==> config.mk <==
export PLATFORM = sky130hd
export DESIGN_NAME = json_gen
export DESIGN_NICKNAME = d
export VERILOG_FILES = /design/src/rtl/json_pkg.sv /design/src/rtl/json_gen.sv
export SDC_FILE = /design/constraint.sdc
export NUM_CORES = 1
export LEC_CHECK = 0
export ABC_AREA = 1
export CORE_ASPECT_RATIO = 1.75
export CORE_MARGIN = 2
export CORE_UTILIZATION = 55
export CTS_CLUSTER_SIZE = 8
export DETAILED_ROUTE_END_ITERATION = 10
export DONT_BUFFER_PORTS = 1
export PLACE_DENSITY = 0.78
export SYNTH_ARGS = -nofsm -noshare
export SYNTH_HDL_FRONTEND = slang
export SYNTH_SLANG_ARGS = --single-unit
==> constraint.sdc <==
create_clock -name clk -period 2.4 [get_ports clk]
set_input_delay 0.36 -clock clk [delete_from_list [all_inputs] [get_ports clk]]
set_output_delay 0.36 -clock clk [all_outputs]
set_load 0.01 [all_outputs]
==> src/rtl/json_pkg.sv <==
`default_nettype none
// +----------------------------------------------------------------------+
// | Module   : json_pkg                                                  |
// | Purpose  : FSM state encoding and JSON punctuation for json_gen      |
// | Revision : 1.0  initial release                                      |
// +----------------------------------------------------------------------+
package json_pkg;

  typedef enum logic [3:0] {
    ST_IDLE  = 4'd0,
    ST_OPEN  = 4'd1,
    ST_KQ1   = 4'd2,
    ST_KEY   = 4'd3,
    ST_KQ2   = 4'd4,
    ST_COLON = 4'd5,
    ST_VQ1   = 4'd6,
    ST_VAL   = 4'd7,
    ST_VQ2   = 4'd8,
    ST_COMMA = 4'd9,
    ST_CLOSE = 4'd10,
    ST_SPACE = 4'd11,
    ST_DONE  = 4'd12
  } json_state_e;

  localparam logic [7:0] c_lbrace     = 8'h7B;  // '{'
  localparam logic [7:0] c_rbrace     = 8'h7D;  // '}'
  localparam logic [7:0] c_quote      = 8'h22;  // '"'
  localparam logic [7:0] c_colon      = 8'h3A;  // ':'
  localparam logic [7:0] c_comma      = 8'h2C;  // ','
  localparam logic [7:0] c_space      = 8'h20;  // ' '
  localparam logic [7:0] c_key_base   = 8'h61;  // 'a'
  localparam logic [7:0] c_digit_base = 8'h30;  // '0'

endpackage
`default_nettype wire

==> src/rtl/json_gen.sv <==
`default_nettype none
// +----------------------------------------------------------------------+
// | Module   : json_gen                                                  |
// | Purpose  : Streams one synthetic JSON object per start request       |
// | Revision : 1.0  initial release                                      |
// +----------------------------------------------------------------------+
module json_gen
  import json_pkg::*;
#(
  parameter int MAX_PAIRS = 15
) (
  input  logic       clk,
  input  logic       reset,
  input  logic       start,
  input  logic [3:0] pair_cnt,
  input  logic [2:0] key_len,
  input  logic [2:0] val_len,
  input  logic       ready,
  output logic [7:0] char,
  output logic       valid,
  output logic       busy,
  output logic       done
);

  localparam logic [3:0] c_max_pairs = MAX_PAIRS[3:0];

  json_state_e r_state;
  json_state_e w_next_state;

  logic [3:0] r_pair_n;
  logic [2:0] r_key_len;
  logic [2:0] r_val_len;
  logic [3:0] r_pair_idx;
  logic [2:0] r_char_idx;
  logic [3:0] w_next_pair_idx;
  logic [2:0] w_next_char_idx;

  logic [7:0] r_char;
  logic       r_valid;
  logic       r_busy;
  logic       r_done;

  logic       w_hs;
  logic       w_accept;
  logic [3:0] w_pair_sat;
  logic [3:0] w_pair_last;
  logic [2:0] w_key_last;
  logic [2:0] w_val_last;
  logic [3:0] w_digit;
  logic [7:0] w_next_char;
  logic       w_next_valid;

  assign w_hs        = r_valid & ready;
  assign w_accept    = (r_state == ST_IDLE) & start;
  assign w_pair_sat  = (pair_cnt > c_max_pairs) ? c_max_pairs : pair_cnt;
  assign w_pair_last = r_pair_n - 4'd1;
  assign w_key_last  = r_key_len - 3'd1;
  assign w_val_last  = r_val_len - 3'd1;

  // Next state and counters; every non-idle move is gated by the handshake.
  always_comb begin
    w_next_state    = r_state;
    w_next_pair_idx = r_pair_idx;
    w_next_char_idx = r_char_idx;
    case (r_state)
      ST_IDLE: begin
        if (start) begin
          w_next_state    = ST_OPEN;
          w_next_pair_idx = 4'd0;
          w_next_char_idx = 3'd0;
        end
      end
      ST_OPEN: begin
        if (w_hs) w_next_state = (r_pair_n == 4'd0) ? ST_CLOSE : ST_KQ1;
      end
      ST_KQ1: begin
        if (w_hs) begin
          w_next_char_idx = 3'd0;
          w_next_state    = (r_key_len == 3'd0) ? ST_KQ2 : ST_KEY;
        end
      end
      ST_KEY: begin
        if (w_hs) begin
          if (r_char_idx == w_key_last) w_next_state = ST_KQ2;
          else                          w_next_char_idx = r_char_idx + 3'd1;
        end
      end
      ST_KQ2: begin
        if (w_hs) w_next_state = ST_COLON;
      end
      ST_COLON: begin
        if (w_hs) w_next_state = ST_VQ1;
      end
      ST_VQ1: begin
        if (w_hs) begin
          w_next_char_idx = 3'd0;
          w_next_state    = (r_val_len == 3'd0) ? ST_VQ2 : ST_VAL;
        end
      end
      ST_VAL: begin
        if (w_hs) begin
          if (r_char_idx == w_val_last) w_next_state = ST_VQ2;
          else                          w_next_char_idx = r_char_idx + 3'd1;
        end
      end
      ST_VQ2: begin
        if (w_hs) begin
          if (r_pair_idx == w_pair_last) begin
            w_next_state = ST_CLOSE;
          end else begin
            w_next_state    = ST_COMMA;
            w_next_pair_idx = r_pair_idx + 4'd1;
          end
        end
      end
      ST_COMMA: begin
        if (w_hs) w_next_state = ST_KQ1;
      end
      ST_CLOSE: begin
        if (w_hs) w_next_state = ST_SPACE;
      end
      ST_SPACE: begin
        if (w_hs) w_next_state = ST_DONE;
      end
      ST_DONE: begin
        w_next_state = ST_IDLE;
      end
      default: begin
        w_next_state = ST_IDLE;
      end
    endcase
  end

  // Character for the state being entered, so char is registered with state.
  assign w_digit = (w_next_pair_idx >= 4'd10) ? (w_next_pair_idx - 4'd10) : w_next_pair_idx;

  always_comb begin
    w_next_char = 8'h00;
    case (w_next_state)
      ST_OPEN:                        w_next_char = c_lbrace;
      ST_KQ1, ST_KQ2, ST_VQ1, ST_VQ2: w_next_char = c_quote;
      ST_KEY:                         w_next_char = c_key_base + {4'd0, w_next_pair_idx};
      ST_VAL:                         w_next_char = c_digit_base + {4'd0, w_digit};
      ST_COLON:                       w_next_char = c_colon;
      ST_COMMA:                       w_next_char = c_comma;
      ST_CLOSE:                       w_next_char = c_rbrace;
      ST_SPACE:                       w_next_char = c_space;
      default:                        w_next_char = 8'h00;
    endcase
  end

  assign w_next_valid = (w_next_state != ST_IDLE) && (w_next_state != ST_DONE);

  always_ff @(posedge clk) begin
    if (reset) begin
      r_state    <= ST_IDLE;
      r_pair_n   <= 4'd0;
      r_key_len  <= 3'd0;
      r_val_len  <= 3'd0;
      r_pair_idx <= 4'd0;
      r_char_idx <= 3'd0;
      r_char     <= 8'h00;
      r_valid    <= 1'b0;
      r_busy     <= 1'b0;
      r_done     <= 1'b0;
    end else begin
      r_state    <= w_next_state;
      r_pair_idx <= w_next_pair_idx;
      r_char_idx <= w_next_char_idx;
      r_char     <= w_next_char;
      r_valid    <= w_next_valid;
      r_busy     <= w_next_valid;
      r_done     <= (w_next_state == ST_DONE);
      if (w_accept) begin
        r_pair_n  <= w_pair_sat;
        r_key_len <= key_len;
        r_val_len <= val_len;
      end
    end
  end

  assign char  = r_char;
  assign valid = r_valid;
  assign busy  = r_busy;
  assign done  = r_done;

endmodule
`default_nettype wire

# Word-level counts from Yosys, hierarchy flattened
# Index checks and enable logic that the tools add are counted.
[word_totals] output_inout_bits=11 elab_cells=97 register_bits=31
[classes] eq_ne=33 addsub=8 reduce_logical=10 muxes=33 bitwise=2 order_cmp=2
[ops] cell="$mux 4" n=21
[ops] cell="$pmux 8 s8" n=1
[ops] cell="$pmux 4 s12" n=1
[ops] cell="$eq 4x4->1 const B" n=9
[ops] cell="$eq 4x3->1 const B" n=8
[ops] cell="$mux 3" n=7
[ops] cell="$eq 4x2->1 const B" n=4
[ops] cell="$pmux 3 s4" n=1
[ops] cell="$ne 2x2->1 const B" n=5
[ops] cell="$add 7x4->8 const A" n=1
[ops] cell="$eq 4x1->1 const B" n=2
[ops] cell="$logic_not 4->1" n=2
[ops] cell="$pmux 4 s2" n=1
[ops] cell="$reduce_bool 4->1" n=2
[ops] cell="$add 6x4->7 const A" n=1
[ops] cell="$reduce_and 7->1" n=1
[ops] cell="$eq 3x3->1" n=2
[ops] cell="$logic_not 3->1" n=2
[ops] cell="$sub 3x1->3 const B" n=2
[ops] cell="$add 4x1->4 const B" n=1
[ops] cell="$eq 4x4->1" n=1
[ops] cell="$ge 4x4->1 const B" n=1
[ops] cell="$gt 4x4->1 const B" n=1
[ops] cell="$ne 4x4->1 const B" n=1
[ops] cell="other kinds (9)" n=10

# Longest topological paths before layout
[logic_depth] word_depth=9 depth_mapped=21

# Worst setup path before layout
# OpenSTA, ideal clock, no wires.
[synth_path] path_type="register to register" from="register r_pair_n[0]" to="register r_char[1] (netlist: char[1])" arrival_time_ps=2006 path_stages_with_launch=20 setup_ps=128 path_slack_ps=266 period_less_slack_ps=2134 cell_sequence="dfxtp_1 > inv_1 > ha_1 > nand2_1 > inv_1 > nor2_1 > nand2_1 > nor2_1 > nand2_2 > nand3_2 > nand3_1 > nand2_1 > inv_1 > ha_1 > nor2_1 > nand2_1 > nand2_1 > nand2_1 > nand2_1 > a21oi_1"
[synth_via] elab_chain_cells=9 elab_cells_between_ends=29
[synth_rtl] element="from (decl)" line_no="json_gen.sv:30" source="logic [3:0] r_pair_n;"
[synth_rtl] element="from (signal assigned)" line_no="json_gen.sv:175" source="r_pair_n <= w_pair_sat;"
[synth_rtl] element="$sub 4x1->4 (*)" line_no="json_gen.sv:56" source="assign w_pair_last = r_pair_n - 4'd1;"
[synth_rtl] element="$eq 4x4->1 (*)" line_no="json_gen.sv:108" source="if (r_pair_idx == w_pair_last) begin"
[synth_rtl] element="$mux 4 (*)" line_no="json_gen.sv:108"
[synth_rtl] element="$mux 4 (*)" line_no="json_gen.sv:107" source="if (w_hs) begin"
[synth_rtl] element="$pmux 4 s2 (*)" line_no="json_gen.sv:65" source="case (r_state)"
[synth_rtl] element="$sub 4x4->4 or $ge 4x4->1 (tied branches)" line_no="json_gen.sv:135" source="assign w_digit = (w_next_pair_idx >= 4'd10) ? (w_next_pair_idx - 4'd10) : w_next_pair_idx;"
[synth_rtl] element="$mux 4 (*)" line_no="json_gen.sv:135"
[synth_rtl] element="net w_digit[0]" line_no="json_gen.sv:49" source="logic [3:0] w_digit;"
[synth_rtl] element="$add 6x4->7 (*)" line_no="json_gen.sv:143" source="ST_VAL: w_next_char = c_digit_base + {4'd0, w_digit};"
[synth_rtl] element="$pmux 8 s8 (*)" line_no="json_gen.sv:139" source="case (w_next_state)"
[synth_rtl] element="to (signal assigned)" line_no="json_gen.sv:170" source="r_char <= w_next_char;"
[synth_rtl] element="to (decl)" line_no="json_gen.sv:38" source="logic [7:0] r_char;"
# The timed path passes the listed nets; every way through them passes the cells marked *.
# A chain may end at the register's enable or synchronous reset.

# Worst setup path in the final report
[layout_path] from="register r_pair_n[0]" to="register r_char[2] (netlist: char[2])"
[layout_via] elab_chain_cells=9 elab_cells_between_ends=29
[layout_rtl] element="$sub 4x1->4 (*)" line_no="json_gen.sv:56"
[layout_rtl] element="$eq 4x4->1 (*)" line_no="json_gen.sv:108"
[layout_rtl] element="$mux 4 (*)" line_no="json_gen.sv:108"
[layout_rtl] element="$mux 4 (*)" line_no="json_gen.sv:107"
[layout_rtl] element="$pmux 4 s2 (*)" line_no="json_gen.sv:65"
[layout_rtl] element="net w_next_pair_idx[2]" line_no="json_gen.sv:35" source="logic [3:0] w_next_pair_idx;"
[layout_rtl] element="$sub 4x4->4 or $ge 4x4->1 (tied branches)" line_no="json_gen.sv:135"
[layout_rtl] element="$mux 4" line_no="json_gen.sv:135"
[layout_rtl] element="$add 6x4->7" line_no="json_gen.sv:143"
[layout_rtl] element="$pmux 8 s8 (*)" line_no="json_gen.sv:139"
# Marked as above.

==> metrics.yaml <==
syn_area_per_cell_um2: 6.131
critPathSlowestCell: "dfxtp_2"
hp-class: "in -> reg"
core.rowCount: 29
fin_area_um2: 2364
wire_per_inst_um: 13.40
io_pins: 25
dpl.hpwl_um: 3992
fp.dieH_um: 85.44
ant_nets: 0
drv_slew: 0
p_leak_uw: 0.001128
grt_first_pass_wirelength_um: 8666
core_region_area_um2: 3628
fin_crit_ns: 2.230
cts_root_buf: "clkbuf_8"
post-route-drc-count: 0
n_antenna_cell: 0
grt_pass1_vias: 2098
power_density_nw_per_um2: 611.8
finalCritPeriodShare: 0.9290
synth_fp_nets: 365
whs_ns: 0.1271
die_w_um: 50.54
cts_sinks: 30
final_hold_viol_count: 0
setup.worst_path.end_class: "flop"
critPathArrivalTime_ns: 2.46
fin_util: 0.6514
grt_max_degree: 22
skew_ns: 0.004758
maxCapViolations: 0
dp.cells: 380
ff2ff_path_depth: 17
path_cells: "inv_2 > ha_4 > nand2_1 > inv_1 > nor2_1 > nand2_1 > nor2_1 > nand2_2 > buf_4 > nand4_1 > nand3_2 > nand2_4 > inv_4 > ha_1 > nand3_1 > nand3_2 > a21oi_2"
fmaxAchievable_mhz: 448.5
crit_start: "r_pair_n[0]"
reg2reg_from: "r_pair_n[0]"
clk_pin_slew_ns: 0.07
crit_path_max_fanout: 4
ys_warn_count: 0
setup_viol: 0
r2r_slack_ns: 0.17
worstSkewPairLatency_ns: 0.29
layout_common_cells: "nand2_1 (81), nor2_1 (44), inv_1 (40)"
worst_pin_slew_ns: 0.5667
grt_overflow_total: 0
ys_types: 30
cts_buffer_depth: 2
fin_ws_ns: 0.1705
worstHoldPathCells: 1
first_pass_iters: 4
crit_path_end: "char[2]"
critical_path.max_stage_delay_ns: 0.34
dieArea_um2: 4318
vdd_drop_max_mv: 0.5019
h-tree-depth: 2
syn_inst: 340
hold_buffers: 0
cp.required_ns: 2.63
syn2layout_area_growth_pct: 13.39
layout_commonest_cell: "nand2_1"
fin_cells: 394
startpoint_type: "flop"
dpl-instance-area_um2: 2118
slew_headroom: 0.6182
reg2reg_to: "char[2]"
crit_buf_inv: 4
synthesis.area_um2: 2084
antenna_found_initial: 0
cts-buffers-inserted: 5
initialDrtViolationCount: 81
cp_top_family: "simple AND/OR/NAND/NOR gates"
place_congestion: 0.9435
start_util: 0.5745
dpl_worst_slack_ns: 0.02494
vias: 2126
run_status: "completed"
worstSetupPathType: "reg -> reg"
synth-seq-cells: 30
port_buffers: 0
drive_gt1_frac: 0.1580
vias_per_cell: 5.396
worstSetupPathDepth: 17
routed_wl_um: 5281
grt_usage: 0.2654
yosysSeqAreaShare: 0.2881
nNetsFinal: 373
cts_tree: "done"
-- state kept, by name, indices dropped and copies added (netlist names) --
| signal | count |
|---|---|
| r_pair_idx | 4 |
| r_state | 4 |
| char | 7 |
| done | 1 |
| r_pair_n | 4 |
| r_key_len | 3 |
| r_val_len | 3 |
| busy | 1 |
| r_char_idx | 3 |
-- kinds of logic after synthesis --
group / count (synthesis) / synth area share
fa+ha+maj: 11 / 0.06603
other cells: 1 / 0.001799
buf+inv: 61 / 0.1140
compound gates: 47 / 0.1321
simple gates: 186 / 0.3812
xor+xnor: 4 / 0.01680
flops: 30 / 0.2881
-- metal layers --
layer	global-route usage	part of all wire	wire, um
met4	0.2211	0.063	331
met1	0.2426	0.37	1956
met2	0.4749	0.54	2843
met3	0.06162	0.028	150
met5	0	0	0
-- report_power, final --
part / total [uW] / switching (uW) / leakage [uW] / internal (uW)
logic: 337 / 213 / 0.000824 / 124
registers: 579 / 35.9 / 0.000247 / 543
clock network: 529 / 198 / 0.0000573 / 332
total: 1450 / 447 / 0.00113 / 999
-- worst min-delay path by stage --
stage	from	end	slack [ns]
3_3_place_gp	reset	char[2]	0.42
2_1_floorplan	r_val_len[1]	r_val_len[1]	0.46
3_5_place_dp	reset	char[2]	0.43
6_report	reset	char[2]	0.13
4_1_cts	reset	char[2]	0.12
5_1_grt	reset	char[2]	0.12
-- cells in the mapped netlist --
master / count / area, um2
nand2_1: 86 / 322.8
nor2_1: 46 / 172.7
inv_1: 45 / 168.9
nand3_1: 34 / 170.2
dfxtp_1: 30 / 600.6
a21oi_1: 17 / 85.08
o21ai_0: 14 / 70.07
ha_1: 11 / 137.6
inv_2: 8 / 30.03
clkbuf_1: 5 / 18.77
nand4_1: 4 / 25.02
nor2_2: 4 / 25.02
nor3_1: 4 / 20.02
o21ai_1: 4 / 20.02
xnor2_1: 4 / 35.03
a21oi_2: 3 / 26.28
nand2_2: 3 / 18.77
a211oi_1: 2 / 15.01
a31oi_1: 2 / 12.51
buf_4: 2 / 15.01
nand3_2: 2 / 20.02
o31ai_1: 2 / 15.01
a2111oi_2: 1 / 15.01
a41oi_1: 1 / 8.760
and3_1: 1 / 6.260
buf_2: 1 / 5.000
conb_1: 1 / 3.750
nand3b_1: 1 / 7.510
o21bai_1: 1 / 7.510
or2_0: 1 / 6.260
-- through the flow --
step	power, uW	TNS, ns
2_1_floorplan	850.1	0
3_3_place_gp	899.7	0
3_5_place_dp	908.1	0
4_1_cts	1433	0
5_1_grt	1527	-0.03585
6_report	1446	0
-- layout make-up --
cell class                 count  area [um2]
multi-input combinational    249        1320
clock buffer                   6       82.58
sequential                    30       601.8
fill                         350        1265
timing repair buffer           9       67.56
tap                           46       57.56
inverter                      53       203.9
clock inverter                 1       30.03
-- repair_timing --
action,in CTS,in global routing
resized for setup,0,26
setup endpoints to repair,0,4
buffers inserted,0,7
endpoints found under the hold margin,0,0
Power figures use the tool's default switching activity.
